--- config.mk ---
export PLATFORM = sky130hd
export DESIGN_NAME = mem_access_stage_flat
export DESIGN_NICKNAME = d
export VERILOG_FILES = /design/src/rtl/mem_access_stage_if.sv /design/src/rtl/mem_access_stage.sv /design/src/flat_wrapper.sv
export SDC_FILE = /design/constraint.sdc
export NUM_CORES = 1
export LEC_CHECK = 0
export ABC_AREA = 1
export BUFFER_PORTS_ARGS = -buffer_cell sky130_fd_sc_hd__buf_2
export CORE_AREA = 2 2 164 166
export DETAILED_ROUTE_END_ITERATION = 8
export DIE_AREA = 0 0 166 168
export PLACE_DENSITY_LB_ADDON = 0.15
export SLEW_MARGIN = 10
export SYNTH_ARGS = -nofsm -noshare
export SYNTH_HDL_FRONTEND = slang
export SYNTH_SLANG_ARGS = --single-unit
export TNS_END_PERCENT = 10
--- constraint.sdc ---
create_clock -name CLK -period 2.1 [get_ports CLK]
set_input_delay 0.105 -clock CLK [delete_from_list [all_inputs] [get_ports CLK]]
set_output_delay 0.105 -clock CLK [all_outputs]
set_load 0.005 [all_outputs]
--- src/rtl/mem_access_stage_if.sv ---
// Data-cache request/grant/response port between the MEM stage (master) and the cache (slave).
interface mem_access_stage_if;
  logic        DC_REQ;
  logic        DC_WE;
  logic [31:0] DC_ADDR;
  logic [31:0] DC_WDATA;
  logic [3:0]  DC_BE;
  logic        DC_GNT;
  logic        DC_RVALID;
  logic [31:0] DC_RDATA;

  modport master (
    output DC_REQ, DC_WE, DC_ADDR, DC_WDATA, DC_BE,
    input  DC_GNT, DC_RVALID, DC_RDATA
  );

  modport slave (
    input  DC_REQ, DC_WE, DC_ADDR, DC_WDATA, DC_BE,
    output DC_GNT, DC_RVALID, DC_RDATA
  );
endinterface

--- src/rtl/mem_access_stage.sv ---
// Pipeline MEM stage: loads/stores through a request/grant/response cache port, results to WB.
// Optional access watchdog enabled by defining MEM_TIMEOUT_EN.
module mem_access_stage #(
  parameter logic [5:0] OP_LB  = 6'b101000,
  parameter logic [5:0] OP_LBU = 6'b101001,
  parameter logic [5:0] OP_LH  = 6'b101010,
  parameter logic [5:0] OP_LHU = 6'b101011,
  parameter logic [5:0] OP_SB  = 6'b101100,
  parameter logic [5:0] OP_SH  = 6'b101101
`ifdef MEM_TIMEOUT_EN
  , parameter int TIMEOUT_CYCLES = 64
`endif
) (
  input  logic        CLK,
  input  logic        RESET,
  input  logic [31:0] Instr_IN,
  input  logic [31:0] Instr_PC_IN,
  input  logic [31:0] ALU_result_IN,
  input  logic [5:0]  WriteRegister_IN,
  input  logic [31:0] MemWriteData_IN,
  input  logic        RegWrite_IN,
  input  logic        MemRead_IN,
  input  logic        MemWrite_IN,
  input  logic [5:0]  ALU_Control_IN,
  input  logic [31:0] Instr_UID_IN,
  output logic        STALL_OUT,
  output logic        READ_COMPLETE,
  mem_access_stage_if.master dc,
  output logic [31:0] Instr_OUT,
  output logic [31:0] Instr_PC_OUT,
  output logic [31:0] WriteData_OUT,
  output logic [5:0]  WriteRegister_OUT,
  output logic        RegWrite_OUT,
  output logic        Valid_OUT,
  output logic [31:0] Instr_UID_OUT,
  output logic        MEM_ERR
);
  typedef enum logic [1:0] {IDLE, REQ, WAIT} state_t;

  state_t      r_state;
  logic        w_memop, w_is_store, w_in_req;
  logic        w_ld_done, w_st_done, w_timeout, w_done;
  logic [1:0]  w_lane;

  function automatic logic f_is_byte(input logic [5:0] op);
    return (op == OP_LB) || (op == OP_LBU) || (op == OP_SB);
  endfunction

  function automatic logic f_is_half(input logic [5:0] op);
    return (op == OP_LH) || (op == OP_LHU) || (op == OP_SH);
  endfunction

  // Big-endian lanes: byte 0 lives in bits [31:24] and is enabled by DC_BE[3].
  function automatic logic [3:0] f_be(input logic [5:0] op, input logic [1:0] lane);
    if (f_is_byte(op))      return 4'b1000 >> lane;
    else if (f_is_half(op)) return lane[1] ? 4'b0011 : 4'b1100;
    else                    return 4'b1111;
  endfunction

  function automatic logic [31:0] f_wdata(input logic [5:0] op, input logic [31:0] wd);
    if (f_is_byte(op))      return {4{wd[7:0]}};
    else if (f_is_half(op)) return {2{wd[15:0]}};
    else                    return wd;
  endfunction

  function automatic logic [31:0] f_load(input logic [5:0] op, input logic [1:0] lane,
                                         input logic [31:0] rd);
    logic [7:0]  b;
    logic [15:0] h;
    case (lane)
      2'd0:    b = rd[31:24];
      2'd1:    b = rd[23:16];
      2'd2:    b = rd[15:8];
      default: b = rd[7:0];
    endcase
    h = lane[1] ? rd[15:0] : rd[31:16];
    if (op == OP_LB)       return {{24{b[7]}}, b};
    else if (op == OP_LBU) return {24'd0, b};
    else if (op == OP_LH)  return {{16{h[15]}}, h};
    else if (op == OP_LHU) return {16'd0, h};
    else                   return rd;
  endfunction

  assign w_memop    = MemRead_IN | MemWrite_IN;
  assign w_is_store = MemWrite_IN & ~MemRead_IN;
  assign w_in_req   = (r_state == REQ);
  assign w_lane     = ALU_result_IN[1:0];
  assign w_ld_done  = (r_state == WAIT) & dc.DC_RVALID;
  assign w_st_done  = w_in_req & dc.DC_GNT & w_is_store;
  assign w_done     = w_ld_done | w_st_done | w_timeout;

  assign READ_COMPLETE = w_done;
  // Gated by reset so every output reads 0 while reset is held.
  assign STALL_OUT     = RESET & (((r_state == IDLE) & w_memop) | (r_state != IDLE)) & ~w_done;

  assign dc.DC_REQ   = w_in_req;
  assign dc.DC_WE    = w_in_req & w_is_store;
  assign dc.DC_ADDR  = w_in_req ? {ALU_result_IN[31:2], 2'b00} : 32'd0;
  assign dc.DC_BE    = w_in_req ? f_be(ALU_Control_IN, w_lane) : 4'd0;
  assign dc.DC_WDATA = w_in_req ? f_wdata(ALU_Control_IN, MemWriteData_IN) : 32'd0;

`ifdef MEM_TIMEOUT_EN
  logic [15:0] r_cnt;
  logic        r_err;

  assign w_timeout = (r_state != IDLE) && (r_cnt == 16'(TIMEOUT_CYCLES - 1)) &&
                     !(w_ld_done || w_st_done);
  assign MEM_ERR   = r_err;

  always_ff @(posedge CLK or negedge RESET) begin
    if (!RESET) begin
      r_cnt <= '0;
      r_err <= 1'b0;
    end else begin
      r_cnt <= ((r_state == IDLE) || w_done) ? 16'd0 : r_cnt + 16'd1;
      if (w_timeout) r_err <= 1'b1;
    end
  end
`else
  assign w_timeout = 1'b0;
  assign MEM_ERR   = 1'b0;
`endif

  // MEM -> WB register boundary
  always_ff @(posedge CLK or negedge RESET) begin
    if (!RESET) begin
      r_state           <= IDLE;
      Instr_OUT         <= '0;
      Instr_PC_OUT      <= '0;
      WriteData_OUT     <= '0;
      WriteRegister_OUT <= '0;
      RegWrite_OUT      <= 1'b0;
      Valid_OUT         <= 1'b0;
      Instr_UID_OUT     <= '0;
    end else begin
      Valid_OUT <= 1'b0;
      if ((r_state == IDLE && !w_memop) || w_done) begin
        r_state           <= IDLE;
        Valid_OUT         <= 1'b1;
        Instr_OUT         <= Instr_IN;
        Instr_PC_OUT      <= Instr_PC_IN;
        WriteRegister_OUT <= WriteRegister_IN;
        Instr_UID_OUT     <= Instr_UID_IN;
        if (r_state == IDLE) begin
          WriteData_OUT <= ALU_result_IN;
          RegWrite_OUT  <= RegWrite_IN;
        end else begin
          WriteData_OUT <= w_ld_done ? f_load(ALU_Control_IN, w_lane, dc.DC_RDATA) : 32'd0;
          RegWrite_OUT  <= w_ld_done & RegWrite_IN;
        end
      end else if (r_state == IDLE) begin
        r_state <= REQ;
      end else if (w_in_req && dc.DC_GNT) begin
        r_state <= WAIT;
      end
    end
  end
endmodule

--- src/flat_wrapper.sv ---
// flat-port wrapper written by rule: the top's interface ports become plain ports
module mem_access_stage_flat 
#(
  parameter logic [5:0] OP_LB  = 6'b101000,
  parameter logic [5:0] OP_LBU = 6'b101001,
  parameter logic [5:0] OP_LH  = 6'b101010,
  parameter logic [5:0] OP_LHU = 6'b101011,
  parameter logic [5:0] OP_SB  = 6'b101100,
  parameter logic [5:0] OP_SH  = 6'b101101

)
  (CLK, RESET, Instr_IN, Instr_PC_IN, ALU_result_IN, WriteRegister_IN, MemWriteData_IN, RegWrite_IN, MemRead_IN, MemWrite_IN, ALU_Control_IN, Instr_UID_IN, STALL_OUT, READ_COMPLETE, Instr_OUT, Instr_PC_OUT, WriteData_OUT, WriteRegister_OUT, RegWrite_OUT, Valid_OUT, Instr_UID_OUT, MEM_ERR, dc_DC_REQ, dc_DC_WE, dc_DC_ADDR, dc_DC_WDATA, dc_DC_BE, dc_DC_GNT, dc_DC_RVALID, dc_DC_RDATA);
  mem_access_stage_if dc_i ();
  input  logic CLK;
  input  logic RESET;
  input  logic [31:0] Instr_IN;
  input  logic [31:0] Instr_PC_IN;
  input  logic [31:0] ALU_result_IN;
  input  logic [5:0] WriteRegister_IN;
  input  logic [31:0] MemWriteData_IN;
  input  logic RegWrite_IN;
  input  logic MemRead_IN;
  input  logic MemWrite_IN;
  input  logic [5:0] ALU_Control_IN;
  input  logic [31:0] Instr_UID_IN;
  output logic STALL_OUT;
  output logic READ_COMPLETE;
  output logic [31:0] Instr_OUT;
  output logic [31:0] Instr_PC_OUT;
  output logic [31:0] WriteData_OUT;
  output logic [5:0] WriteRegister_OUT;
  output logic RegWrite_OUT;
  output logic Valid_OUT;
  output logic [31:0] Instr_UID_OUT;
  output logic MEM_ERR;
  output wire logic [$bits(dc_i.DC_REQ)-1:0] dc_DC_REQ;
  output wire logic [$bits(dc_i.DC_WE)-1:0] dc_DC_WE;
  output wire logic [$bits(dc_i.DC_ADDR)-1:0] dc_DC_ADDR;
  output wire logic [$bits(dc_i.DC_WDATA)-1:0] dc_DC_WDATA;
  output wire logic [$bits(dc_i.DC_BE)-1:0] dc_DC_BE;
  input wire logic [$bits(dc_i.DC_GNT)-1:0] dc_DC_GNT;
  input wire logic [$bits(dc_i.DC_RVALID)-1:0] dc_DC_RVALID;
  input wire logic [$bits(dc_i.DC_RDATA)-1:0] dc_DC_RDATA;
  assign dc_DC_REQ = dc_i.DC_REQ;
  assign dc_DC_WE = dc_i.DC_WE;
  assign dc_DC_ADDR = dc_i.DC_ADDR;
  assign dc_DC_WDATA = dc_i.DC_WDATA;
  assign dc_DC_BE = dc_i.DC_BE;
  assign dc_i.DC_GNT = dc_DC_GNT;
  assign dc_i.DC_RVALID = dc_DC_RVALID;
  assign dc_i.DC_RDATA = dc_DC_RDATA;
  mem_access_stage #(.OP_LB(OP_LB), .OP_LBU(OP_LBU), .OP_LH(OP_LH), .OP_LHU(OP_LHU), .OP_SB(OP_SB), .OP_SH(OP_SH)) u_core (.CLK(CLK), .RESET(RESET), .Instr_IN(Instr_IN), .Instr_PC_IN(Instr_PC_IN), .ALU_result_IN(ALU_result_IN), .WriteRegister_IN(WriteRegister_IN), .MemWriteData_IN(MemWriteData_IN), .RegWrite_IN(RegWrite_IN), .MemRead_IN(MemRead_IN), .MemWrite_IN(MemWrite_IN), .ALU_Control_IN(ALU_Control_IN), .Instr_UID_IN(Instr_UID_IN), .STALL_OUT(STALL_OUT), .READ_COMPLETE(READ_COMPLETE), .dc(dc_i), .Instr_OUT(Instr_OUT), .Instr_PC_OUT(Instr_PC_OUT), .WriteData_OUT(WriteData_OUT), .WriteRegister_OUT(WriteRegister_OUT), .RegWrite_OUT(RegWrite_OUT), .Valid_OUT(Valid_OUT), .Instr_UID_OUT(Instr_UID_OUT), .MEM_ERR(MEM_ERR));
endmodule
; ---- Word-level counts from Yosys, hierarchy flattened
; Index checks and enable logic that the tools add are counted.
[totals]
reg_bits = 138
wordCells = 66
[op_classes]
n_eq_ne = 10
n_shift = 1
n_mux = 21
bitwise_logic = 14
reduce_logical = 12
[op_table]
columns = op, count
row1 = $mux W32, 10
row2 = $eq A6 B6 Y1 const B, 6
row3 = $pmux W8 S3, 1
row4 = $mux W16, 1
row5 = $mux W4, 4
row6 = $and A1 B1 Y1, 9
row7 = $mux W2, 3
row8 = $logic_or A1 B1 Y1, 5
row9 = $eq A2 B1 Y1 const B, 2
row10 = $eq A2 B2 Y1 const B, 2
row11 = $logic_not A2 Y1, 2
row12 = $shr A4 B2 Y4 const A, 1
row13 = $or A1 B1 Y1, 3
row14 = $reduce_bool A3 Y1, 1
row15 = $logic_and A1 B1 Y1, 2
row16 = $mux W1, 2
row17 = $not A1 Y1, 2
row18 = $reduce_bool A2 Y1, 1
row19 = $logic_not A1 Y1, 1

; ---- Longest topological paths before layout
[depth]
ltp_word = 7
ltp_mapped = 12
depth_no_buf = 10

; ---- Worst setup path after synthesis
; Ideal clock, no wire load.
[synth_timing]
path_type = register to register
startpoint = register u_core.r_state[1]
endpoint = register u_core.Instr_PC_OUT[19]
t_arrival_ns = 1.461
slack_ns = 0.511
stages_incl_launch_ff = 9
path_cell_list = dfrtp_1 -> inv_2 -> nand2_1 -> nor2_2 -> nand3_2 -> nand3_4 -> buf_6 -> buf_6 -> mux2_1
[synth_via]
elab_chain_len = 5
elab_cells_between_ends = 9
[synth_rtl]
columns = element, line
row1 = start: declaration, mem_access_stage.sv:40  ; state_t r_state;
row2 = start signal: assignment, mem_access_stage.sv:127  ; r_state <= IDLE;
row3 = start signal: assignment, mem_access_stage.sv:138  ; r_state <= IDLE;
row4 = start signal: assignment, mem_access_stage.sv:152  ; r_state <= REQ;
row5 = $eq A2 B1 Y1, mem_access_stage.sv:86  ; assign w_in_req = (r_state == REQ);
row6 = $and A1 B1 Y1 (2 in series), mem_access_stage.sv:89  ; assign w_st_done = w_in_req & dc.DC_GNT & w_is_store;
row7 = $or A1 B1 Y1, mem_access_stage.sv:90  ; assign w_done = w_ld_done | w_st_done | w_timeout;
row8 = $logic_or A1 B1 Y1 (*), mem_access_stage.sv:137  ; if ((r_state == IDLE && !w_memop) || w_done) begin
row9 = end signal: assignment, mem_access_stage.sv:141  ; Instr_PC_OUT <= Instr_PC_IN;
row10 = end: declaration, mem_access_stage.sv:30  ; output logic [31:0] Instr_PC_OUT,
; Every way passes the cells marked *; elsewhere a longest branch is shown, timed or not.
; A chain may end at the register's enable or synchronous reset.

; ---- Final worst setup path
[layout_timing]
startpoint = register u_core.r_state[1]
endpoint = output dc_DC_WDATA[19]
[layout_via]
elab_chain_len = 2
[layout_rtl]
columns = element, line
row1 = $eq A2 B1 Y1, mem_access_stage.sv:86
row2 = $mux W32, mem_access_stage.sv:100  ; assign dc.DC_WDATA = w_in_req ? f_wdata(ALU_Control_IN, MemWriteData_IN) : 32'd0;
row3 = end: declaration, flat_wrapper.sv:39  ; output wire logic [$bits(dc_i.DC_WDATA)-1:0] dc_DC_WDATA;
; Every way passes these cells.

==> impl_results.md <==
- Simple-gate share of the synthesized area: 0.193
- Vias in the first global route: 8069
- CP max-delay cell: dfrtp_1
- R2R setup slack: 290 ps
- Library cell with the largest summed area after synthesis: dfrtp_1
- EDFF count, synth: 0
- Multiplexer area fraction after synthesis: 0.164
- # diodes: 0
- Leak Pwr: 6.56 nW
- Crit path to: dc_DC_WDATA[19]
- Leading post-synthesis cells by cell area: dfrtp_1, mux2_2, nand2_1, inv_1, mux2_4
- R2R Path Start: u_core.r_state[1]$_DFFE_PN0P_
- Yosys warns: 0
- Unrepaired setup endpoints after global routing: no
- DPL Wire Length: 21600 um
- Worst Reg-to-Reg Cells: 5
- Initial DRT Pass Iterations: 5
- Worst setup margin: 228 ps
- Worst Skew: 17.1 ps
- Synthesized area: 7650 um2
- Crit. path cell count: 7
- Power per cell area: 1240 nW/um2
- Clk pin slew, worst setup/hold paths: 60 ps
- Adder-cell area share of the yosys netlist: 0
- Clock root buffer: clkbuf_16
- Post-synthesis xor/xnor area fraction: 0
- Top-area cell type share of the netlist area: 0.451
- CP delay by family, top: buffers and inverters
- FP Rows: 60
- Die Area: 27900 um2
- Synthesized area per cell: 8.50 um2
- Post-DRT Antenna Nets: 0
- CTS tree: yes
- Largest net degree at the start of global routing: 88
- WP data required: 2000 ps
- DR WL/cell: 16.5 um
- Global-route usage over all layers: 0.206
- Crit path DAT: 1770 ps
- Die X: 166 um
- Synth Area in Compound Gates: 0.0846
- Cts hold-fix bufs: 104
- F_max: 0.534 GHz
- Setup-failing EPs final: 0
- Yosys reg bits: 138
- Setup TNS: 0 ps
- Fin. Hold Viols: 0
- Die Height: 168 um
- Outcome: finished, final reports clean
- Resized cells post-CTS: 0
- Number of CTS-inserted buffers: 17
- Largest family of logic cells by synthesized area: simple AND/OR/NAND/NOR gates
- Initial antenna violation count: 0
- Layout Nets: 1621
- Max Cap Viol: 0
- DR WL met2: 14500 um
- Post-synth cell types: 31
- First-pass GRT wire length: 45000 um
- Ports: 420
- Ratio of cells with drive above 1 in the final layout: 0.419
- Layout fillers: 2683
- Number of DRC markers in iteration 0: 344
- CTS Buffer Depth: 2
- Via-per-instance ratio: 4.44
- Fin crit period: 1870 ps
- Vias post-DR: 7824
- Critical path buffers and inverters: 4
- Crit path cell chain: inv_2 > nand2_2 > inv_1 > buf_4 > o21ai_0 > a21oi_1 > buf_2
- Worst skew pair latency: 420 ps
- Seq/Total Area, Yosys: 0.451
- Worst setup path start: u_core.r_state[1]$_DFFE_PN0P_
- Max stage delay on crit path: 400 ps
- Relative slew slack: 0.595
- DRC: 0
- DP Worst Slack: 310 ps
- CP endpoint kind: primary output
- GP Congestion: 0.886
- Final Cycle Share: 0.892
- Post-Syn Instances: 900
- Slew @ Worst Pin: 605 ps
- Hold WC Path Type: in -> reg
- Kind of critical path: reg -> out
- Uppermost routed layer: met4
- Wirelength, routed: 29000 um
- Initial Utilization: 0.290
- Fin. max-slew vios: 0
- Buffers on Ports: 416
- Post-CTS setup buffer count: 0
- Asr flop ratio synth: 1.00
- Area Overhead vs Synth: 53.3%
- Worst r2r dst: u_core.Instr_OUT[1]$_DFFE_PN0P_
- Synth Flop Type: dfrtp_1
- Startpoint Class: register
- Routed met1 length: 12000 um
- Crit-path max FO: 19
- H-tree depth: 4
- Grt ovf: 0
- Met3 Routed Length: 1800 um
- Worst VDD drop: 0.823 mV
- Core Box Area: 26400 um2
- CTS sink cnt: 138
-- metal layers --
layer  track usage  up-vias
li1              -     3863
met5             0        -
met2         0.367      317
met4        0.0699        0
met1         0.244     3602
met3        0.0482       42
-- cells by family (layout without fill, tap and decap cells) --
family | count (synthesis) | in the layout
AND/OR/NAND/NOR | 352 | 352
other | 1 | 3
AO/OA/AOI/OAI | 119 | 119
buffers and inverters | 188 | 709
flip-flops | 138 | 138
multiplexers | 102 | 102
-- registers in the layout, indices dropped and copies added, names as in the netlist --
name                      cells
u_core.Instr_OUT             32
u_core.Instr_PC_OUT          32
u_core.Instr_UID_OUT         32
u_core.RegWrite_OUT           1
u_core.Valid_OUT              1
u_core.WriteData_OUT         32
u_core.WriteRegister_OUT      6
u_core.r_state                2
-- power by group --
part	internal (mW)	switching [mW]	leakage, nW	total (mW)
clock network	1.69	1.32	0.287	3.02
registers	4.05	0.675	1.63	4.73
logic	3.47	3.33	4.65	6.79
-- stage by stage --
| stage | cells | utilization | instance area (um2) | hold WS [ps] | total power, mW |
|---|---|---|---|---|---|
| 2_1_floorplan | 902 | - | 7660 | -191 | 8.32 |
| 3_3_place_gp | 1628 | 0.383 | 10100 | 70.0 | 11.4 |
| 3_5_place_dp | 1628 | 0.383 | 10100 | 67.4 | 11.5 |
| 4_1_cts | 1764 | 0.445 | 11700 | 52.3 | 14.7 |
| 5_1_grt | 1764 | 0.445 | 11700 | 77.8 | 15.6 |
| 6_report | 1764 | 0.445 | 11700 | 79.0 | 14.5 |
-- cell usage in the layout, fill, tap and decap left out, types with 2 or more instances in the layout --
cell	Yosys	final
a21oi_2	10	10
clkinv_8	0	2
a21oi_1	40	40
conb_1	1	3
nand4_1	15	15
o21ai_1	2	2
clkbuf_16	0	17
nor2_1	100	100
mux2_4	28	28
nand3_1	37	37
inv_6	0	6
nor2_2	2	2
inv_8	0	3
clkinvlp_4	0	2
nand2_2	5	6
inv_2	4	4
nand3_4	2	2
o21ai_0	65	65
nor3_1	2	2
nand2_1	185	184
buf_12	0	6
buf_4	6	13
inv_1	133	133
buf_2	22	415
mux2_2	72	72
mux2_1	2	2
dfrtp_1	138	138
dlygate4sd3_1	0	104
-- worst register-to-register path: cells and delay by family, from the launching register on --
kind,cells,cell delay (ps)
AND/OR/NAND/NOR,3,510
multiplexers,1,460
flip-flops,1,400
buffers and inverters,1,330
-- worst min path at each step --
stage	startpoint	to	slack, ps	cells past startpoint
floorplan	RESET	u_core.Instr_OUT[0]$_DFFE_PN0P_	-190	0
global placement	RESET	u_core.Instr_PC_OUT[2]$_DFFE_PN0P_	70	1
detailed placement	RESET	u_core.Instr_PC_OUT[2]$_DFFE_PN0P_	70	1
CTS	ALU_result_IN[4]	u_core.WriteData_OUT[4]$_DFFE_PN0P_	50	5
global route	ALU_result_IN[4]	u_core.WriteData_OUT[4]$_DFFE_PN0P_	80	5
finish	ALU_result_IN[3]	u_core.WriteData_OUT[3]$_DFFE_PN0P_	80	5
-- Yosys cell counts (2+ instances only) --
| cell | number |
|---|---|
| a21oi_1 | 40 |
| a21oi_2 | 10 |
| buf_1 | 2 |
| buf_2 | 22 |
| buf_4 | 6 |
| buf_6 | 8 |
| clkbuf_1 | 12 |
| dfrtp_1 | 138 |
| inv_1 | 133 |
| inv_2 | 4 |
| mux2_1 | 2 |
| mux2_2 | 72 |
| mux2_4 | 28 |
| nand2_1 | 185 |
| nand2_2 | 5 |
| nand3_1 | 37 |
| nand3_4 | 2 |
| nand4_1 | 15 |
| nor2_1 | 100 |
| nor2_2 | 2 |
| nor3_1 | 2 |
| o21ai_0 | 65 |
| o21ai_1 | 2 |
-- final cells by class --
type	instances	area, um2	share of cell area
tap	341	427	0.0364
timing repair buffer	539	3350	0.285
clock buffer	17	425	0.0363
sequential	138	3450	0.294
clock inverter	15	169	0.0144
multi-input combinational	576	3390	0.289
inverter	138	518	0.0442
Power figures use the tool's default switching activity.
